$ cat config.mk
export PLATFORM = sky130hd
export DESIGN_NAME = qupls4_fc_sched
export DESIGN_NICKNAME = d
export VERILOG_FILES = /design/src/rtl/qupls4_fc_sched.sv
export SDC_FILE = /design/constraint.sdc
export NUM_CORES = 1
export LEC_CHECK = 0
export CAP_MARGIN = 20
export CORE_MARGIN = 8
export CORE_UTILIZATION = 55
export DETAILED_ROUTE_END_ITERATION = 7
export PLACE_DENSITY = 0.88
export SYNTH_ARGS = -nofsm -noshare
export SYNTH_HDL_FRONTEND = slang
export SYNTH_SLANG_ARGS = --single-unit
$ cat constraint.sdc
create_clock -name clk -period 5.8 [get_ports clk]
set_input_delay 1.16 -clock clk [delete_from_list [all_inputs] [get_ports clk]]
set_output_delay 1.16 -clock clk [all_outputs]
set_load 0.02 [all_outputs]
$ cat src/rtl/qupls4_fc_sched.sv
// qupls4_fc_sched: flow-control instruction queue between decode and the
// branch unit. Each decode group carries up to four slots; only slots whose
// flow-control flag is set are enqueued, compacted in program order. The
// branch unit consumes one tag per cycle from the head in strict FIFO order.
// A flush empties the queue in one cycle and suppresses both ports.
module qupls4_fc_sched #(
  parameter int DEPTH = 8,
  parameter int TAGW  = 8
) (
  input  logic                     clk,
  input  logic                     rst,
  input  logic                     dec_v,
  input  logic [3:0]               dec_fc,
  input  logic [4*TAGW-1:0]        dec_tag,
  output logic                     dec_rdy,
  output logic                     bu_v,
  output logic [TAGW-1:0]          bu_tag,
  input  logic                     bu_rdy,
  input  logic                     flush,
  output logic [$clog2(DEPTH):0]   cnt
);

  localparam int PW = $clog2(DEPTH);

  logic [TAGW-1:0] mem [DEPTH];
  logic [PW-1:0]   head;
  logic [PW-1:0]   tail;
  logic [PW-1:0]   head_next;
  logic [PW-1:0]   tail_next;
  logic [PW:0]     cnt_next;
  logic [2:0]      pop;
  logic [PW-1:0]   wr_idx [4];
  logic            enq;
  logic            deq;

  // Room for a full four-slot group is judged from the registered count only,
  // so an entry freed this cycle is only visible to decode next cycle.
  assign dec_rdy = (cnt <= (PW+1)'(DEPTH - 4));

  // Head of the queue is presented straight from storage; no enqueue bypass.
  assign bu_v   = (cnt != '0);
  assign bu_tag = mem[head];

  assign enq = dec_v & dec_rdy & ~flush;
  assign deq = bu_v & bu_rdy & ~flush;

  // Compaction: each flagged slot lands at tail plus the number of flagged
  // slots older than it; pop ends up as the total flagged count.
  always_comb begin
    // NOTE: every always_comb output gets a default before any conditional
    // logic so no path leaves it unassigned and a latch is never inferred.
    pop = 3'd0;
    for (int i = 0; i < 4; i++) begin
      wr_idx[i] = tail + PW'(pop);
      pop       = pop + {2'b00, dec_fc[i]};
    end
  end

  // Next pointer and occupancy values; flush overrides every other update.
  always_comb begin
    head_next = head;
    tail_next = tail;
    cnt_next  = cnt;
    if (flush) begin
      head_next = '0;
      tail_next = '0;
      cnt_next  = '0;
    end else begin
      if (enq) tail_next = tail + PW'(pop);
      if (deq) head_next = head + PW'(1);
      cnt_next = cnt
               + (enq ? (PW+1)'(pop) : (PW+1)'(0))
               - (PW+1)'(deq);
    end
  end

  // Pointer and occupancy registers, cleared asynchronously by reset.
  always_ff @(posedge clk or posedge rst) begin
    // NOTE: sequential state uses non-blocking assignments so every register
    // samples pre-edge values regardless of statement order.
    if (rst) begin
      head <= '0;
      tail <= '0;
      cnt  <= '0;
    end else begin
      head <= head_next;
      tail <= tail_next;
      cnt  <= cnt_next;
    end
  end

  // Tag storage writes for the flagged slots of an accepted group.
  always_ff @(posedge clk) begin
    // NOTE: storage has no reset; cnt gates every read, so stale contents are
    // never observed and the array can map onto plain RAM/flop cells.
    if (enq) begin
      for (int i = 0; i < 4; i++) begin
        if (dec_fc[i]) mem[wr_idx[i]] <= dec_tag[i*TAGW +: TAGW];
      end
    end
  end

endmodule

==> results of run 1 <==
-- power groups by stage --
stage | clock, mW | combinational (mW) | sequential (mW)
after floorplan | 0 | 0.949 | 0.712
after global placement | 0 | 1.25 | 0.759
after detailed placement | 0 | 1.29 | 0.767
after CTS | 0.513 | 1.29 | 0.757
after global routing | 0.528 | 1.46 | 0.738
final | 0.513 | 1.38 | 0.730
-- sequential cells by signal (all words and copies together), names as in the netlist --
name  count
cnt       4
mem      64
head      3
tail      3
-- routing by layer --
layer / vias up / track usage [%] / part of all wire [%]
li1: 2888 / - / -
met1: 3169 / 41.1 / 40
met2: 563 / 44.2 / 43
met4: 2 / 8.74 / 3.3
met5: - / 0 / 0.037
met3: 80 / 7.81 / 14
-- metrics by stage --
stage / hold slack, ns / std cells / setup WS (ns) / utilization, %
6_report: 0.701 / 864 / 1.08 / 62.6
5_1_grt: 0.756 / 864 / 0.931 / 62.6
4_1_cts: 0.743 / 861 / 1.24 / 62.3
3_5_place_dp: 0.698 / 845 / 0.882 / 59.9
3_3_place_gp: 0.661 / 844 / 1.01 / 59.9
2_1_floorplan: 0.634 / 724 / 1.94 / -
-- logic make-up (layout without fill, tap and decap cells) --
kind of cell	count (synthesis)	count (layout)	synth area share (%)
AO/OA/AOI/OAI	272	272	28.1
adder cells (fa/ha/maj)	22	22	4.84
buffers and inverters	117	110	7.53
XOR/XNOR	13	13	2.27
flip-flops	74	74	32.8
AND/OR/NAND/NOR	200	200	17.3
multiplexers	26	26	7.11
-- worst max-delay path, stage by stage --
cell and delay (ns):
clkdlybuf4s50_1 0.66, ha_1 0.32, ha_1 0.20, fa_1 0.60, nand3_1 0.43, o22ai_1 0.72, nand2_1 0.12, o311ai_1 0.22
clkbuf_2 0.30
-- cell usage in the layout (no fill, tap or decap), drive strengths merged, types with 10 or more instances in the layout --
master | netlist | final
edfxtp | 64 | 64
o2111ai | 56 | 56
inv | 16 | 16
nand2 | 17 | 17
dfrtp | 10 | 10
o31ai | 32 | 32
buf | 48 | 23
a21o | 29 | 29
ha | 16 | 16
nand3 | 64 | 64
nor2 | 13 | 13
mux4 | 16 | 16
clkdlybuf4s50 | 0 | 54
nor4 | 36 | 36
or3 | 32 | 32
clkbuf | 53 | 15
a31oi | 32 | 32
a21oi | 58 | 58
o21ai | 37 | 37
-- worst paths after layout --
check                                from        end  cells past startpoint
worst max-delay path            dec_fc[1]  mem[3][1]                      9
worst min-delay path              head[0]    head[0]                      2
worst max register to register    tail[0]  mem[3][1]                      7
worst min register to register    head[0]    head[0]                      2
max in group asynchronous             rst    head[1]                      2
min in group asynchronous             rst     cnt[2]                      2
-- area by class of cell --
| type | count | share of cell area (%) |
|---|---|---|
| timing repair buffer | 78 | 9.88 |
| inverter | 16 | 0.809 |
| clock inverter | 2 | 0.169 |
| clock buffer | 14 | 3.56 |
| multi-input combinational | 533 | 53.9 |
| sequential | 74 | 29.3 |
| tap | 147 | 2.48 |
==> metrics, run 1 <==
R2R Setup Slk=2.31 ns; CP startpoint kind=input port; post-synth top area share=slightly below 30%; syn avg cell area=9.14 µm²; fin nets=slightly below 800; Fillers=around 1000; WP data required=5.83 ns; nature of the critical path endpoint=flop; status=completed; largest net degree at the start of global routing=52; Root Driver=clkbuf_16; warnings from Yosys=0; Port Buffers=between 50 and 60; CTS H-Tree Depth=3; fin crit share=between 80% and 90%; Hold Vio Cnt, Final=0; LEAKAGE=between 2 and 2.5 nW; vias=approximately 6.7k; Comb pwr share=a little over half; Setup-failing EPs final=0; sequential area share after synthesis=roughly 33%; worst slew margin relative to its limit=about 32%; Clock Sinks=74; max-cap violations=0; Core ar.=11900 µm²; CP max FO=16; Distinct cells, synth=56; Int Power=~1.5 mW; DIE WIDTH=126 µm; post-CTS resize count=0; drc violations=0; fraction of power consumed by sequential logic=between 20% and 30%; Clock power frac=around 20%; GP Congestion=between 1 and 1.5; num rows=40; IO Pins=55; area of the multi-input gates=around 4000 µm²; unrepaired setup endpoints after global routing=false; switching power total=between 1 and 1.5 mW; asr flop ratio synth=a little over an eighth; vias in the first global route=between 5k and 6k; layout cell share with drive strength beyond 1=approximately a tenth; initial antenna violation count=1; Area Growth Syn to Fin=12.2%; max-slew violations=0; power per cell area=between 300 and 400 nW/µm²; CTS tree=yes; DIE AREA=roughly 16000 µm²; post-synthesis register bit count=74; Final min period=approximately 4.7 ns; total CTS buffers=9; overall routing resource usage=between 20% and 30%; Die Y=roughly 130 µm; WL per Instance=~28 µm; CP Class=input port to flop; first-pass GRT wire length=about 36 mm; total gr overflow=0; top cells by area, synth=edfxtp_1 (29%), o2111ai_1 (7.4%), mux4_2 (5.4%), nand3_1 (4.8%), a21oi_1 (4.4%); Seq. cell area=2170 µm²; prevailing post-synth register cell=edfxtp_1; Peak Freq=212 MHz; syn_nets=787; cts hold-fix bufs=0; worst-margin pin slew=~1.0 ns; clk_skew=0.00631 ns; # Post-CTS Setup Buffers=0; iteration count of the initial detailed-routing pass=6; worst-skew pair later-pin latency=~0.33 ns; n_diodes=0; Mapped Area=6620 µm²; Vias/cell=~7.8; post-route cell area=between 7000 and 8000 µm²; setup TNS=0 ns; CTS max path bufs=2; Synth area leader=edfxtp_1; EDFF count, synth=64; final wirelength=~24 mm; DRT iter0 DRCs=1192; Initial Utilization=55.8%; antenna viol nets, final=0; Cell Area, Placed=just over 7000 µm²; Syn Inst Count=724; Clock Pin Slew Worst Setup and Hold Paths=roughly 0.05 ns; sw frac=approximately 43%; worst hold path type=flop to flop; Arr. time, crit path=4.74 ns; Synth top cells by count=edfxtp_1 (64), nand3_1 (64), a21oi_1 (58); dpl hpwl=between 15 and 20 mm; VDD IR-drop max=approximately 0.00016 V; Pwr Total=2.63 mW
Note: power is estimated with default switching activity, not from simulation.
==> run 2, diff against run 1 <==
--- a/config.mk
+++ b/config.mk
@@ -7,9 +7,9 @@
 export LEC_CHECK = 0
 export CAP_MARGIN = 20
 export CORE_MARGIN = 8
-export CORE_UTILIZATION = 55
+export CORE_UTILIZATION = 54
 export DETAILED_ROUTE_END_ITERATION = 7
-export PLACE_DENSITY = 0.88
+export PLACE_DENSITY = 0.9
 export SYNTH_ARGS = -nofsm -noshare
 export SYNTH_HDL_FRONTEND = slang
 export SYNTH_SLANG_ARGS = --single-unit
==> constraint.sdc (replaced) <==
create_clock -name clk -period 4.3 [get_ports clk]
set_input_delay 0.86 -clock clk [delete_from_list [all_inputs] [get_ports clk]]
set_output_delay 0.86 -clock clk [all_outputs]
set_load 0.02 [all_outputs]
==> run 2 against run 1 <==
Net effect:
- final area increased by 3.4%
- sequential power is 35% higher
- hold slack better by 0.055 ns
- sequential cell count stayed put
- clock-buffer cell count shrank 5
- total power increased by 40%
- clock skew up 0.0025 ns
- cell count grew 2.7%
- setup slack got worse by 0.63 ns
- first-iteration DRC count shrank 13%
- critical path type unchanged
- largest power group unchanged
==> metrics, run 2 (synthesis results as in run 1) <==
LEAKAGE=2.33 nW (was 2.18 nW); nature of the critical path endpoint=flop (unchanged); cts hold-fix bufs=0 (unchanged); Area Growth Syn to Fin=16.0% (was 12.2%); vias=6649 (was 6702); max FFs per register=64 (unchanged); slowest cell delay on critical path=0.58 ns (was 0.72 ns); setup TNS=0 ns (unchanged); DRT iter0 DRCs=1034 (was 1192); fin crit share=about 89%; CP Class=input port to flop (unchanged); Arr. time, crit path=3.91 ns (was 4.74 ns); num rows=40 (unchanged); dpl hpwl=17.4 mm (was 17.8 mm); cell count along the critical path=9 (unchanged); Slowest-stage cell, CP=fa_1 (was o22ai_1); status=completed (unchanged); most frequent cells in the layout=nand3_1 (64), edfxtp_1 (64), a21oi_1 (58), o2111ai_1 (56), clkdlybuf4s50_1 (54) (unchanged); max-cap violations=0 (unchanged); total gr overflow=0 (unchanged); Initial Utilization=55.1% (was 55.8%); Fillers=973 (was 985); DIE AREA=16100 µm² (was 15800 µm²); Vias/cell=7.50 (was 7.76); Hold Vio Cnt, Final=0 (unchanged); iteration count of the initial detailed-routing pass=7 (was 6); Core ar.=12000 µm² (was 11900 µm²); WP data required=4.36 ns (was 5.83 ns); Root Driver=clkbuf_16 (unchanged); drc violations=0 (unchanged); Die Y=127 µm (was 126 µm); CP max FO=28 (was 16); CP startpoint kind=input port (unchanged); post-CTS resize count=0 (unchanged); fin nets=798 (was 775); overall routing resource usage=28.5% (was 29.6%); IO Pins=55 (unchanged); Peak Freq=~260 MHz; layout cell share with drive strength beyond 1=13.2% (was 10.2%); initial antenna violation count=0 (was 1); cell mode on critical path=ha_1 (unchanged); power per cell area=480 nW/µm² (was 354 nW/µm²); R2R cell count=7 (unchanged); Final min period=slightly below 4 ns; # Post-CTS Setup Buffers=0 (unchanged); Setup-failing EPs final=0 (unchanged); clk_skew=0.00882 ns (was 0.00631 ns); vias in the first global route=5778 (was 5845); n_diodes=0 (unchanged); WL per Instance=26.2 µm (was 28.2 µm); CTS tree=yes (unchanged); WHS Path Cells=2 (unchanged); CTS max path bufs=2 (unchanged); worst-margin pin slew=0.967 ns (was 1.01 ns); DP Cell Count=871 (was 845); total CTS buffers=9 (unchanged); CTS H-Tree Depth=3 (unchanged); worst path cell trace=clkdlybuf4s50_1 > ha_1 > ha_1 > fa_1 > nand3_1 > buf_4 > or3_1 > a21oi_1 > o31ai_1 (was clkdlybuf4s50_1 > ha_1 > ha_1 > fa_1 > nand3_1 > o22ai_1 > nand2_1 > o311ai_1 > clkbuf_2); antenna viol nets, final=0 (unchanged); crit-path leading delay family=adder cells (unchanged); unrepaired setup endpoints after global routing=false (unchanged); worst slew margin relative to its limit=35.2% (was 32.4%); first-pass GRT wire length=35.5 mm (was 36.1 mm); Bufs and invs on worst path=2 (unchanged); Non-Filler Instances=887 (was 864); DIE WIDTH=127 µm (was 126 µm); largest net degree at the start of global routing=95 (was 52); GP Congestion=0.976 (was 1.06); Port Buffers=54 (unchanged); final wirelength=23.3 mm (was 24.4 mm); VDD IR-drop max=0.000280 V (was 0.000158 V); worst-skew pair later-pin latency=0.34 ns (was 0.33 ns); max-slew violations=0 (unchanged); Clock Pin Slew Worst Setup and Hold Paths=0.06 ns (was 0.05 ns); Clock Sinks=74 (unchanged); worst hold path type=flop to flop (unchanged)
## run 2: cell types whose count changed in the layout (fill, tap and decap cells not counted), sizes merged
cell	change
buf	+24
clkbuf	-6
clkinv	+3
bufinv	+2
## run 2: worst register-to-register path, delay by kind of cell, from the launching register on
| family | cells | cell delay, ns |
|---|---|---|
| compound gates | 2 | 0.53 |
| simple gates | 2 | 0.61 |
| buf+inv | 1 | 0.32 |
| fa+ha+maj | 2 | 0.86 |
| flops | 1 | 0.51 |
## run 2: power by group
part	switching (mW)	total, mW	leakage, nW	internal [mW]
Clock	0.293	0.800	0.153	0.506
Combinational	1.16	1.90	1.46	0.741
Sequential	0.0939	0.984	0.713	0.890
## run 2: per-layer routing
layer  global-route usage [%]  share of wire (%)  up-vias
met1                     41.2                 40     3111
met2                     40.0                 42      550
li1                         -                  -     2941
met4                     6.23                1.5        0
met5                        0                  0        -
met3                     10.1                 16       47
## run 2: path summary, 6_finish.rpt
check,from,endpoint,slack (ns)
min reg2reg,cnt[0],cnt[0],0.76
max,dec_fc[0],mem[3][0],0.45
max reg2reg,tail[0],mem[3][0],1.19
min,cnt[0],cnt[0],0.76
max in group asynchronous,rst,cnt[2],3.22
min in group asynchronous,rst,tail[2],0.80
## run 2: metrics by stage
stage          setup WS, ns  hold WS (ns)  cell area (µm²)  power, mW  util (%)
6_report              0.453         0.756             7680       3.68      63.9
5_1_grt               0.315         0.787             7680       3.84      63.9
4_1_cts               0.498         0.770             7680       3.64      63.9
3_5_place_dp          0.157         0.764             7360       2.85      61.3
3_3_place_gp          0.210         0.669             7360       2.79      61.3
2_1_floorplan         0.738         0.634             6620       2.24         -
## run 2: layout make-up
type                    instances  area [µm²]  share of cell area (%)
flip-flops and latches         74        2170                    28.3
clock inverters                 7        93.8                    1.22
well taps                     147         184                    2.40
repair buffers                101         943                    12.3
clock buffers                   9         225                    2.93
inverters                      16        60.1                   0.782
multi-input cells             533        4000                    52.1
==> run 3, diff against run 2 <==
--- a/config.mk
+++ b/config.mk
@@ -7,9 +7,10 @@
 export LEC_CHECK = 0
 export CAP_MARGIN = 20
 export CORE_MARGIN = 8
-export CORE_UTILIZATION = 54
+export CORE_UTILIZATION = 30
 export DETAILED_ROUTE_END_ITERATION = 7
-export PLACE_DENSITY = 0.9
+export PLACE_DENSITY = 0.6
+export SLEW_MARGIN = 20
 export SYNTH_ARGS = -nofsm -noshare
 export SYNTH_HDL_FRONTEND = slang
 export SYNTH_SLANG_ARGS = --single-unit
==> run 3 against run 2 <==
Net effect:
- register-to-register slack better by 0.11 ns
- wire length rose by 0.65%
- combinational power about the same
- via count is 3.4% lower
- sequential cell count is the same
- largest cell class unchanged
==> metrics, run 3 (synthesis results as in run 1) <==
post-CTS resize count=0 (unchanged); most frequent cells in the layout=nand3_1 (64), edfxtp_1 (64), a21oi_1 (58), o2111ai_1 (56), clkdlybuf4s50_1 (54) (unchanged); final wirelength=23.4 mm (was 23.3 mm); Area Growth Syn to Fin=19.2% (was 16.0%); Setup-failing EPs final=0 (unchanged); crit-path leading delay family=adder cells (unchanged); power per cell area=466 nW/µm² (was 480 nW/µm²); max-cap violations=0 (unchanged); Final min period=3.72 ns (was 3.85 ns); DIE AREA=27100 µm² (was 16100 µm²); iteration count of the initial detailed-routing pass=5 (was 7); num rows=54 (was 40); first-pass GRT wire length=36.6 mm (was 35.5 mm); initial antenna violation count=0 (unchanged); Peak Freq=269 MHz (was 260 MHz); worst-skew pair later-pin latency=0.34 ns (about the same); CP max FO=8 (was 28); CP Class=input port to flop (unchanged); fin nets=805 (was 798); switching power total=1.57 mW (was 1.54 mW); Clock Pin Slew Worst Setup and Hold Paths=0.06 ns (about the same); worst-margin pin slew=1.06 ns (was 0.967 ns); CP startpoint kind=input port (unchanged); DRT iter0 DRCs=1128 (was 1034); max-slew violations=0 (unchanged); worst hold path type=flop to flop (unchanged); # Post-CTS Setup Buffers=0 (unchanged); n_diodes=0 (unchanged); vias=6425 (was 6649); Slowest-stage cell, CP=o221ai_1 (was fa_1); Hold Vio Cnt, Final=0 (unchanged); CTS max path bufs=2 (unchanged); IO Pins=55 (unchanged); antenna viol nets, final=0 (unchanged); Vias/cell=6.26 (was 7.50); WL per Instance=22.8 µm (was 26.2 µm); total CTS buffers=9 (unchanged); Initial Utilization=30.4% (was 55.1%); clk_skew=0.00875 ns (was 0.00882 ns); fraction of power consumed by sequential logic=26.6% (was 26.7%); Die Y=165 µm (was 127 µm); sw frac=42.8% (was 41.9%); CTS tree=yes (unchanged); Comb pwr share=52.2% (was 51.6%); GP Congestion=0.871 (was 0.976); total gr overflow=0 (unchanged); nature of the critical path endpoint=flop (unchanged); slowest cell delay on critical path=0.83 ns (was 0.58 ns); VDD IR-drop max=0.000196 V (was 0.000280 V); layout cell share with drive strength beyond 1=14.2% (was 13.2%); dpl hpwl=17.6 mm (was 17.4 mm); cts hold-fix bufs=0 (unchanged); unrepaired setup endpoints after global routing=false (unchanged); fin crit share=86.4% (was 89.5%); WP data required=4.26 ns (was 4.36 ns); worst path cell trace=clkdlybuf4s50_1 > ha_1 > ha_1 > fa_1 > nor3b_2 > a22oi_1 > o221ai_1 (was clkdlybuf4s50_1 > ha_1 > ha_1 > fa_1 > nand3_1 > buf_4 > or3_1 > a21oi_1 > o31ai_1); CTS H-Tree Depth=3 (unchanged); largest net degree at the start of global routing=77 (was 95); Root Driver=clkbuf_16 (unchanged); LEAKAGE=2.36 nW (was 2.33 nW); drc violations=0 (unchanged); Clock power frac=21.1% (was 21.7%); max FFs per register=64 (unchanged); vias in the first global route=5945 (was 5778); status=completed (unchanged); worst slew margin relative to its limit=29.4% (was 35.2%); DIE WIDTH=165 µm (was 127 µm); Core ar.=21800 µm² (was 12000 µm²); Port Buffers=54 (unchanged); setup TNS=0 ns (unchanged); Clock Sinks=74 (unchanged); Int Power=2.10 mW (was 2.14 mW); Bufs and invs on worst path=1 (was 2); cell mode on critical path=ha_1 (unchanged); overall routing resource usage=17.3% (was 28.5%); Pwr Total=3.67 mW (was 3.68 mW); Arr. time, crit path=3.67 ns (was 3.91 ns)
==> run 3: cell types whose count changed in the layout (fill, tap and decap cells not counted), sizes merged <==
cell,before,now
inv,16,19
buf,47,54
clkinv,4,2
bufinv,2,1
==> run 3: path summary, 6_finish.rpt <==
check,start,to,slack (ns),cells past startpoint
max in group asynchronous,rst,tail[2],3.21,2
setup reg to reg,cnt[1],mem[4][1],1.30,4
hold reg to reg,cnt[0],cnt[0],0.68,2
min in group asynchronous,rst,cnt[0],0.81,2
hold / removal,cnt[0],cnt[0],0.68,2
setup / recovery,dec_fc[0],mem[4][1],0.58,7
==> run 3: tightest hold or removal path: stages, from the launching register on <==
cell	delay, ns
dfrtp_1	0.39
ha_1	0.14
nor2b_1	0.11
==> run 3: area by class of cell <==
| cell class | count | area [µm²] |
|---|---|---|
| well taps | 280 | 350 |
| repair buffers | 108 | 996 |
| inverters | 16 | 60.1 |
| clock inverters | 7 | 83.8 |
| flip-flops and latches | 74 | 2170 |
| multi-input cells | 533 | 4000 |
| clock buffers | 9 | 225 |
| fillers | 2172 | 13900 |
==> run 3: metal layers <==
metal / routed length [µm] / vias up / global-route usage, %
li1: - / 2954 / -
met4: 303 / 0 / 3.15
met2: 10700 / 328 / 27.6
met3: 1920 / 30 / 2.04
met1: 10500 / 3113 / 24.8
met5: 0 / - / 0
==> run 3: per-stage QoR <==
stage                     instance area, µm²  util [%]  std cells  hold WS [ns]  setup slack (ns)
after global routing                    7890      36.2       1027         0.774             0.404
after global placement                  7580      34.8       1011         0.676             0.291
final                                   7890      36.2       1027         0.675             0.585
after floorplan                         6620         -        724         0.634             0.738
after detailed placement                7580      34.8       1011         0.680             0.237
after CTS                               7890      36.2       1027         0.685             0.596
==> run 3: power groups by stage <==
stage          Clock, mW  Combinational [mW]  Sequential (mW)
3_5_place_dp           0                1.90            0.994
6_report           0.777                1.92            0.977
4_1_cts            0.789                1.90            0.979
3_3_place_gp           0                1.89            0.992
2_1_floorplan          0                1.28            0.961
5_1_grt            0.810                2.07            0.991
